$ cat src/rtl/mem_skew_feeder.sv
// Read sequencer for the 4x4 operand memory: issues the diagonal (wavefront)
// read pattern the systolic array needs, waits for the array to drain, then pulses done.
module mem_skew_feeder #(
    parameter int unsigned DRAIN = 7
) (
    input  logic       clk,
    input  logic       rst_n,
    input  logic       start,
    input  logic       stall,
    output logic       busy,
    output logic       done,
    output logic       feed_valid,
    output logic [3:0] read_enable,
    output logic [7:0] read_elem
);

    typedef enum logic [1:0] {
        S_IDLE  = 2'd0,
        S_FEED  = 2'd1,
        S_DRAIN = 2'd2,
        S_DONE  = 2'd3
    } state_t;

    localparam logic [2:0] T_LAST     = 3'd6;
    localparam bit         NO_DRAIN   = (DRAIN == 0);
    localparam logic [3:0] DRAIN_LOAD = NO_DRAIN ? 4'd0 : 4'(DRAIN - 1);

    state_t     state_q, state_d;
    logic [2:0] t_q, t_d;
    logic [3:0] dcnt_q, dcnt_d;

    always_ff @(posedge clk or negedge rst_n) begin
        if (!rst_n) begin
            state_q <= S_IDLE;
            t_q     <= 3'd0;
            dcnt_q  <= 4'd0;
        end else begin
            state_q <= state_d;
            t_q     <= t_d;
            dcnt_q  <= dcnt_d;
        end
    end

    // Stall simply leaves the defaults (hold) in place for FEED and DRAIN.
    always_comb begin
        state_d = state_q;
        t_d     = t_q;
        dcnt_d  = dcnt_q;
        case (state_q)
            S_IDLE: begin
                if (start) begin
                    state_d = S_FEED;
                    t_d     = 3'd0;
                end
            end
            S_FEED: begin
                if (!stall) begin
                    if (t_q == T_LAST) begin
                        t_d = 3'd0;
                        if (NO_DRAIN) begin
                            state_d = S_DONE;
                        end else begin
                            state_d = S_DRAIN;
                            dcnt_d  = DRAIN_LOAD;
                        end
                    end else begin
                        t_d = t_q + 3'd1;
                    end
                end
            end
            S_DRAIN: begin
                if (!stall) begin
                    if (dcnt_q == 4'd0) begin
                        state_d = S_DONE;
                    end else begin
                        dcnt_d = dcnt_q - 4'd1;
                    end
                end
            end
            S_DONE: begin
                state_d = S_IDLE;
            end
            default: begin
                state_d = S_IDLE;
            end
        endcase
    end

    // Column l reads row (t - l) during the four steps l..l+3 of the wavefront.
    logic [2:0] diff;
    always_comb begin
        read_enable = 4'b0000;
        read_elem   = 8'h00;
        diff        = 3'd0;
        if (state_q == S_FEED) begin
            for (int l = 0; l < 4; l++) begin
                diff = t_q - 3'(l);
                if ((t_q >= 3'(l)) && (diff <= 3'd3)) begin
                    read_enable[l]     = 1'b1;
                    read_elem[2*l +: 2] = diff[1:0];
                end
            end
        end
    end

    assign feed_valid = |read_enable;
    assign busy       = (state_q == S_FEED) || (state_q == S_DRAIN);
    assign done       = (state_q == S_DONE);

endmodule

$ cat config.mk
export PLATFORM = sky130hd
export DESIGN_NAME = mem_skew_feeder
export DESIGN_NICKNAME = d
export VERILOG_FILES = /design/src/rtl/mem_skew_feeder.sv
export SDC_FILE = /design/constraint.sdc
export NUM_CORES = 1
export LEC_CHECK = 0
export CORE_ASPECT_RATIO = 1.25
export CORE_UTILIZATION = 49
export CTS_CLUSTER_SIZE = 30
export DETAILED_ROUTE_END_ITERATION = 7
export PLACE_DENSITY = 0.78
export SLEW_MARGIN = 20
export SYNTH_ARGS = -nofsm -noshare
export SYNTH_HDL_FRONTEND = slang
export SYNTH_SLANG_ARGS = --single-unit
$ cat constraint.sdc
create_clock -name clk -period 2.39 [get_ports clk]
set_input_delay 0.478 -clock clk [delete_from_list [all_inputs] [get_ports clk]]
set_output_delay 0.478 -clock clk [all_outputs]
set_load 0.05 [all_outputs]
==> Yosys cells after proc, flatten, opt, wreduce, memory -nomap -nowiden <==
Cells that the tools add are included.
{ "op_classes": {"n_lt_le_gt_ge": 8, "n_eq_ne": 10, "n_reduce_logical": 13, "add_sub_neg": 5, "n_mux": 25} }
{ "op_table": {"columns": ["operator", "n"], "rows": [
  ["4-bit two-way mux", 5],
  ["2-bit two-way mux", 9],
  ["3-bit by 2-bit less-or-equal comparator with 1-bit output, second input constant", 4],
  ["2-bit inequality test, second input constant", 6],
  ["5-bit AND reduction", 2],
  ["3-bit two-way mux", 3],
  ["8-bit two-way mux", 1],
  ["2-bit case mux with 4 select lines", 1],
  ["4-bit case mux with 2 select lines", 1],
  ["3-bit by 1-bit greater-or-equal comparator with 1-bit output, second input constant", 2],
  ["3-bit by 2-bit greater-or-equal comparator with 1-bit output, second input constant", 2],
  ["3-bit case mux with 2 select lines", 1],
  ["3-bit by 2-bit subtractor with 3-bit output, second input constant", 2],
  ["2-bit == test, second input constant", 2],
  ["1-bit logical AND", 4],
  ["4-bit zero test", 1],
  ["1-bit two-way mux", 4],
  ["2-bit nonzero test", 2],
  ["4-bit OR reduction", 1],
  ["4-bit by 1-bit subtractor with 4-bit output, second input constant", 1],
  ["3-bit by 1-bit adder with 3-bit output, second input constant", 1],
  ["3-bit == test, second input constant", 1],
  ["3-bit AND reduction", 1],
  ["3-bit by 1-bit subtractor with 3-bit output, second input constant", 1],
  ["3 further kinds", 3]
]} }
{ "word_totals": {"inputBits": 4, "word_cells": 64, "output_inout_bits": 15, "reg_bits": 9} }

==> Logic depth before layout (Yosys ltp) <==
{ "logic_depth": {"depth_word": 6, "depth_mapped": 7} }

==> Least setup slack after synthesis <==
Ideal clock, no wire load.
{ "synth_path": {"kind": "register to output", "from": "reg t_q[0]", "to": "out read_elem[4]", "arrival_ps": 3065, "slack_ps": -1153, "stages_incl_launch_ff": 6, "cell_sequence": "dfrtp_1 > inv_1 > ha_1 > or2b_1 > a221oi_1 > and2_1"} }
{ "synth_between": {"elab_chain_cells": 5, "word_cells_on_any_way": 6} }
{ "synth_rtl": {"columns": ["item", "line_no", "text"], "rows": [
  ["start: declaration", "29", "logic [2:0] t_q, t_d;"],
  ["start signal: assignment", "39", "t_q <= t_d;"],
  ["3-bit by 2-bit subtractor with 3-bit output", "97", "diff = t_q - 3'(l);"],
  ["3-bit by 2-bit less-or-equal comparator with 1-bit output", "98", "if ((t_q >= 3'(l)) && (diff <= 3'd3)) begin"],
  ["1-bit logical AND", "98", null],
  ["2-bit two-way mux *", "98", null],
  ["8-bit two-way mux *", "95", "if (state_q == S_FEED) begin"],
  ["end: declaration", "14", "output logic [7:0] read_elem"]
]} }
Mark *: on every way between the ends. The rest lies on a longest branch, timed or not.

==> Worst setup path after layout <==
{ "layout_path": {"from": "reg t_q[0]", "to": "out feed_valid"} }
{ "layout_between": {"elab_chain_cells": 6, "word_cells_on_any_way": 21} }
{ "layout_rtl": {"columns": ["item", "line_no", "text"], "rows": [
  ["3-bit by 1-bit subtractor with 3-bit output or 3-bit by 2-bit subtractor with 3-bit output (tied branches)", "97", null],
  ["3-bit by 2-bit less-or-equal comparator with 1-bit output", "98", null],
  ["1-bit logical AND", "98", null],
  ["1-bit two-way mux", "98", null],
  ["4-bit two-way mux *", "95", null],
  ["4-bit OR reduction *", "106", "assign feed_valid = |read_enable;"],
  ["end: declaration", "12", "output logic feed_valid,"]
]} }
Marked as above.

==> summary.md <==
| Metric | Value |
|---|---|
| M1 WL | `789 um` |
| Max-cap violation count | `0` |
| Post-synthesis sequential area ratio | `26.5%` |
| Power Density | `1220 nW/um2` |
| Pleak | `0.620 nW` |
| Routed vias | `808` |
| Antenna fix cells | `0` |
| Met2 wire length | `1.22 mm` |
| Critical-path maximum fanout | `5` |
| Critical Path Source Type | `register` |
| Worst-Margin Slew | `0.497 ns` |
| Initial antenna violation count | `0` |
| Period utilization | `100%` |
| Routed vias/inst | `5.61` |
| Switching Fraction | `50.7%` |
| RR Startpoint | `state_q[1]` |
| Req. time, crit path | `1.91 ns` |
| Yosys reg bits | `9` |
| Port Buffers | `18` |
| NetSw | `0.852 mW` |
| Layout Nets | `147` |
| Worst Setup SP | `t_q[0]` |
| Hold WC Path Type | `input pin to async pin` |
| CTS Sinks | `9` |
| Clock root buffer | `clkbuf_4` |
| GPL Wtd Cong | `0.767` |
| Sequential share of power | `18.0%` |
| Largest net degree at the start of global routing | `12` |
| Synth warn | `0` |
| DR WL/cell | `14.5 um` |
| CP endpoint kind | `output pin` |
| Count of cell types in the netlist | `31` |
| CTS H-Tree Depth | `1` |
| Unrepaired setup endpoints after global routing | `true` |
| Final hold violations | `0` |
| Rel. slew slack | `66.8%` |
| Post-DRT Antenna Nets | `0` |
| Syn_area_per_cell | `8.77 um2` |
| Combinational share of power | `74.9%` |
| Hpwl dp | `1.51 mm` |
| Post-synth top flop | `dfrtp_1` |
| End point of the critical path | `feed_valid` |
| Status | `finished with violations` |
| Max-slew violation count | `0` |
| Core Region | `1600 um2` |
| Worst r2r dst | `dcnt_q[3]` |
| CTS max path bufs | `2` |
| Post-synth top area share | `26.5%` |
| Final Hold Slack | `0.513 ns` |
| Met3 WL | `58 um` |
| Final worst-path setup slack | `-0.00825 ns` |
| Drt drc | `0` |
| DRT Pass-1 Iters | `4` |
| Top Metal Used | `met4` |
| Cell taking the most area after synthesis | `dfrtp_1` |
| Cts bufs inserted | `3` |
| Syn nets | `117` |
| Synth-to-layout area growth | `61.3%` |
| Die width | `39.3 um` |
| TritonCTS clock tree | `done` |
| Maximum vdd drop | `1030 uV` |
| Post-synth EDFFs | `0` |
| Worst EP arrival | `1.92 ns` |
| Post-synth ARST share | `100%` |
| Minimum clock period | `2.40 ns` |
| All-Layer GR Usage | `25.3%` |
| Clock skew | `0.000756 ns` |
| Ranking of synthesized cells by area | `dfrtp_1, ha_1, o21ai_0` |
| Mapped Area | `851 um2` |
| Routed WL | `2.09 mm` |
| Vias in the first global route | `825` |
| Iteration-0 DRC Markers | `5` |
| Initial Utilization | `53.1%` |
| Die Ht | `48.6 um` |
| DP Worst Slack | `0.111 ns` |
| Clock-pin slew on the worst setup and hold paths | `0.06 ns` |
| Setup slack, reg-to-reg | `0.36 ns` |
| P_int | `0.827 mW` |
| Mapped Cells | `97` |
| Clk pwr share | `7.1%` |
| CP Class | `register to output pin` |
| # setup viols final | `1` |
| Failing checks | `negative setup slack` |
| Grt total ovfl | `0` |
| # rows | `16` |
| Hold-fix buffers, CTS | `0` |
| First-pass GRT wire length | `3.46 mm` |
| Clk Latency, worst-skew pair | `0.26 ns` |
| Path depth of the worst reg2reg path | `6` |
| Max frequency | `417 MHz` |
| Layout cells sized above 1 | `41.3%` |
| IO Count | `19` |
| Die footprint | `1910 um2` |
## worst min path at each step
stage                    from        end  slack [ns]
finish                  rst_n  dcnt_q[3]        0.51
global route            rst_n  dcnt_q[3]        0.54
CTS                 dcnt_q[0]  dcnt_q[0]        0.51
detailed placement  dcnt_q[0]  dcnt_q[0]        0.50
global placement    dcnt_q[0]  dcnt_q[0]        0.50
floorplan               rst_n  dcnt_q[0]        0.18
## cell usage after synthesis (2+ instances only)
| cell | instances |
|---|---|
| ha_1 | 16 |
| inv_1 | 10 |
| dfrtp_1 | 9 |
| o21ai_0 | 9 |
| nand2_1 | 8 |
| and2_1 | 7 |
| nor2_1 | 4 |
| a21oi_1 | 3 |
| nand2b_1 | 3 |
| a221oi_1 | 2 |
| mux2i_1 | 2 |
| nand3_1 | 2 |
| nor2b_1 | 2 |
| nor3_1 | 2 |
| or3_1 | 2 |
## cell type report
type	count	area, um2
multi-input cells	76	687
repair buffers	27	368
fillers	95	229
flip-flops and latches	9	228
inverters	10	40.0
clock buffers	3	22.5
well taps	18	22.5
clock inverters	1	5.00
## routing by layer
metal | up-vias | track usage, %
li1 | 396 | -
met1 | 382 | 26.6
met2 | 27 | 45.0
met3 | 3 | 2.75
met4 | 0 | 14.4
met5 | - | 0
## power groups by stage
stage / Combinational [mW] / Clock, mW / Sequential (mW)
floorplan: 0.819 / 0 / 0.284
global placement: 1.12 / 0 / 0.299
detailed placement: 1.15 / 0 / 0.305
CTS: 1.21 / 0.121 / 0.298
global route: 1.36 / 0.131 / 0.310
finish: 1.26 / 0.120 / 0.302
## sequential cells by signal, summed over array words and instances (netlist names)
signal and flops:
state_q 2, dcnt_q 4, t_q 3
## worst max-delay path: stages, from the launching register on
cell,delay [ns]
dfrtp_2,0.44
inv_4,0.06
ha_1,0.39
o311a_1,0.37
o21ai_2,0.13
nand2_2,0.10
buf_12,0.16
## cell families after synthesis
group / share of synthesized area, %
AND/OR/NAND/NOR: 24.0
multiplexers: 3.68
flip-flops: 26.5
XOR/XNOR: 1.03
AO/OA/AOI/OAI: 15.6
buffers and inverters: 5.74
adder cells (fa/ha/maj): 23.5
## metrics by stage
step	cell area, um2	utilization [%]	total power [mW]	TNS, ns	cells
final	1370	85.7	1.68	-0.00825	144
after CTS	1350	84.1	1.63	0	143
after global routing	1370	85.7	1.80	-0.398	144
after global placement	1270	79.1	1.42	0	133
after detailed placement	1270	79.1	1.45	0	133
after floorplan	945	-	1.10	-0.186	97
## timing repair
item                                    in CTS  in global routing
endpoints found under the setup margin       9                 11
resized for setup                            5                  5
setup buffers                                6                  1
pin swaps                                    2                  4
## cell usage in the layout, fill, tap and decap left out, types with 3 or more instances in the layout
cell type / n
a21oi_1: 3
and2_1: 3
and2_4: 4
buf_12: 12
buf_4: 10
clkbuf_4: 3
clkdlybuf4s50_1: 4
dfrtp_1: 7
ha_1: 12
ha_4: 3
inv_1: 7
nand2_1: 7
o21ai_0: 7
Note: power is estimated with default switching activity, not from simulation.
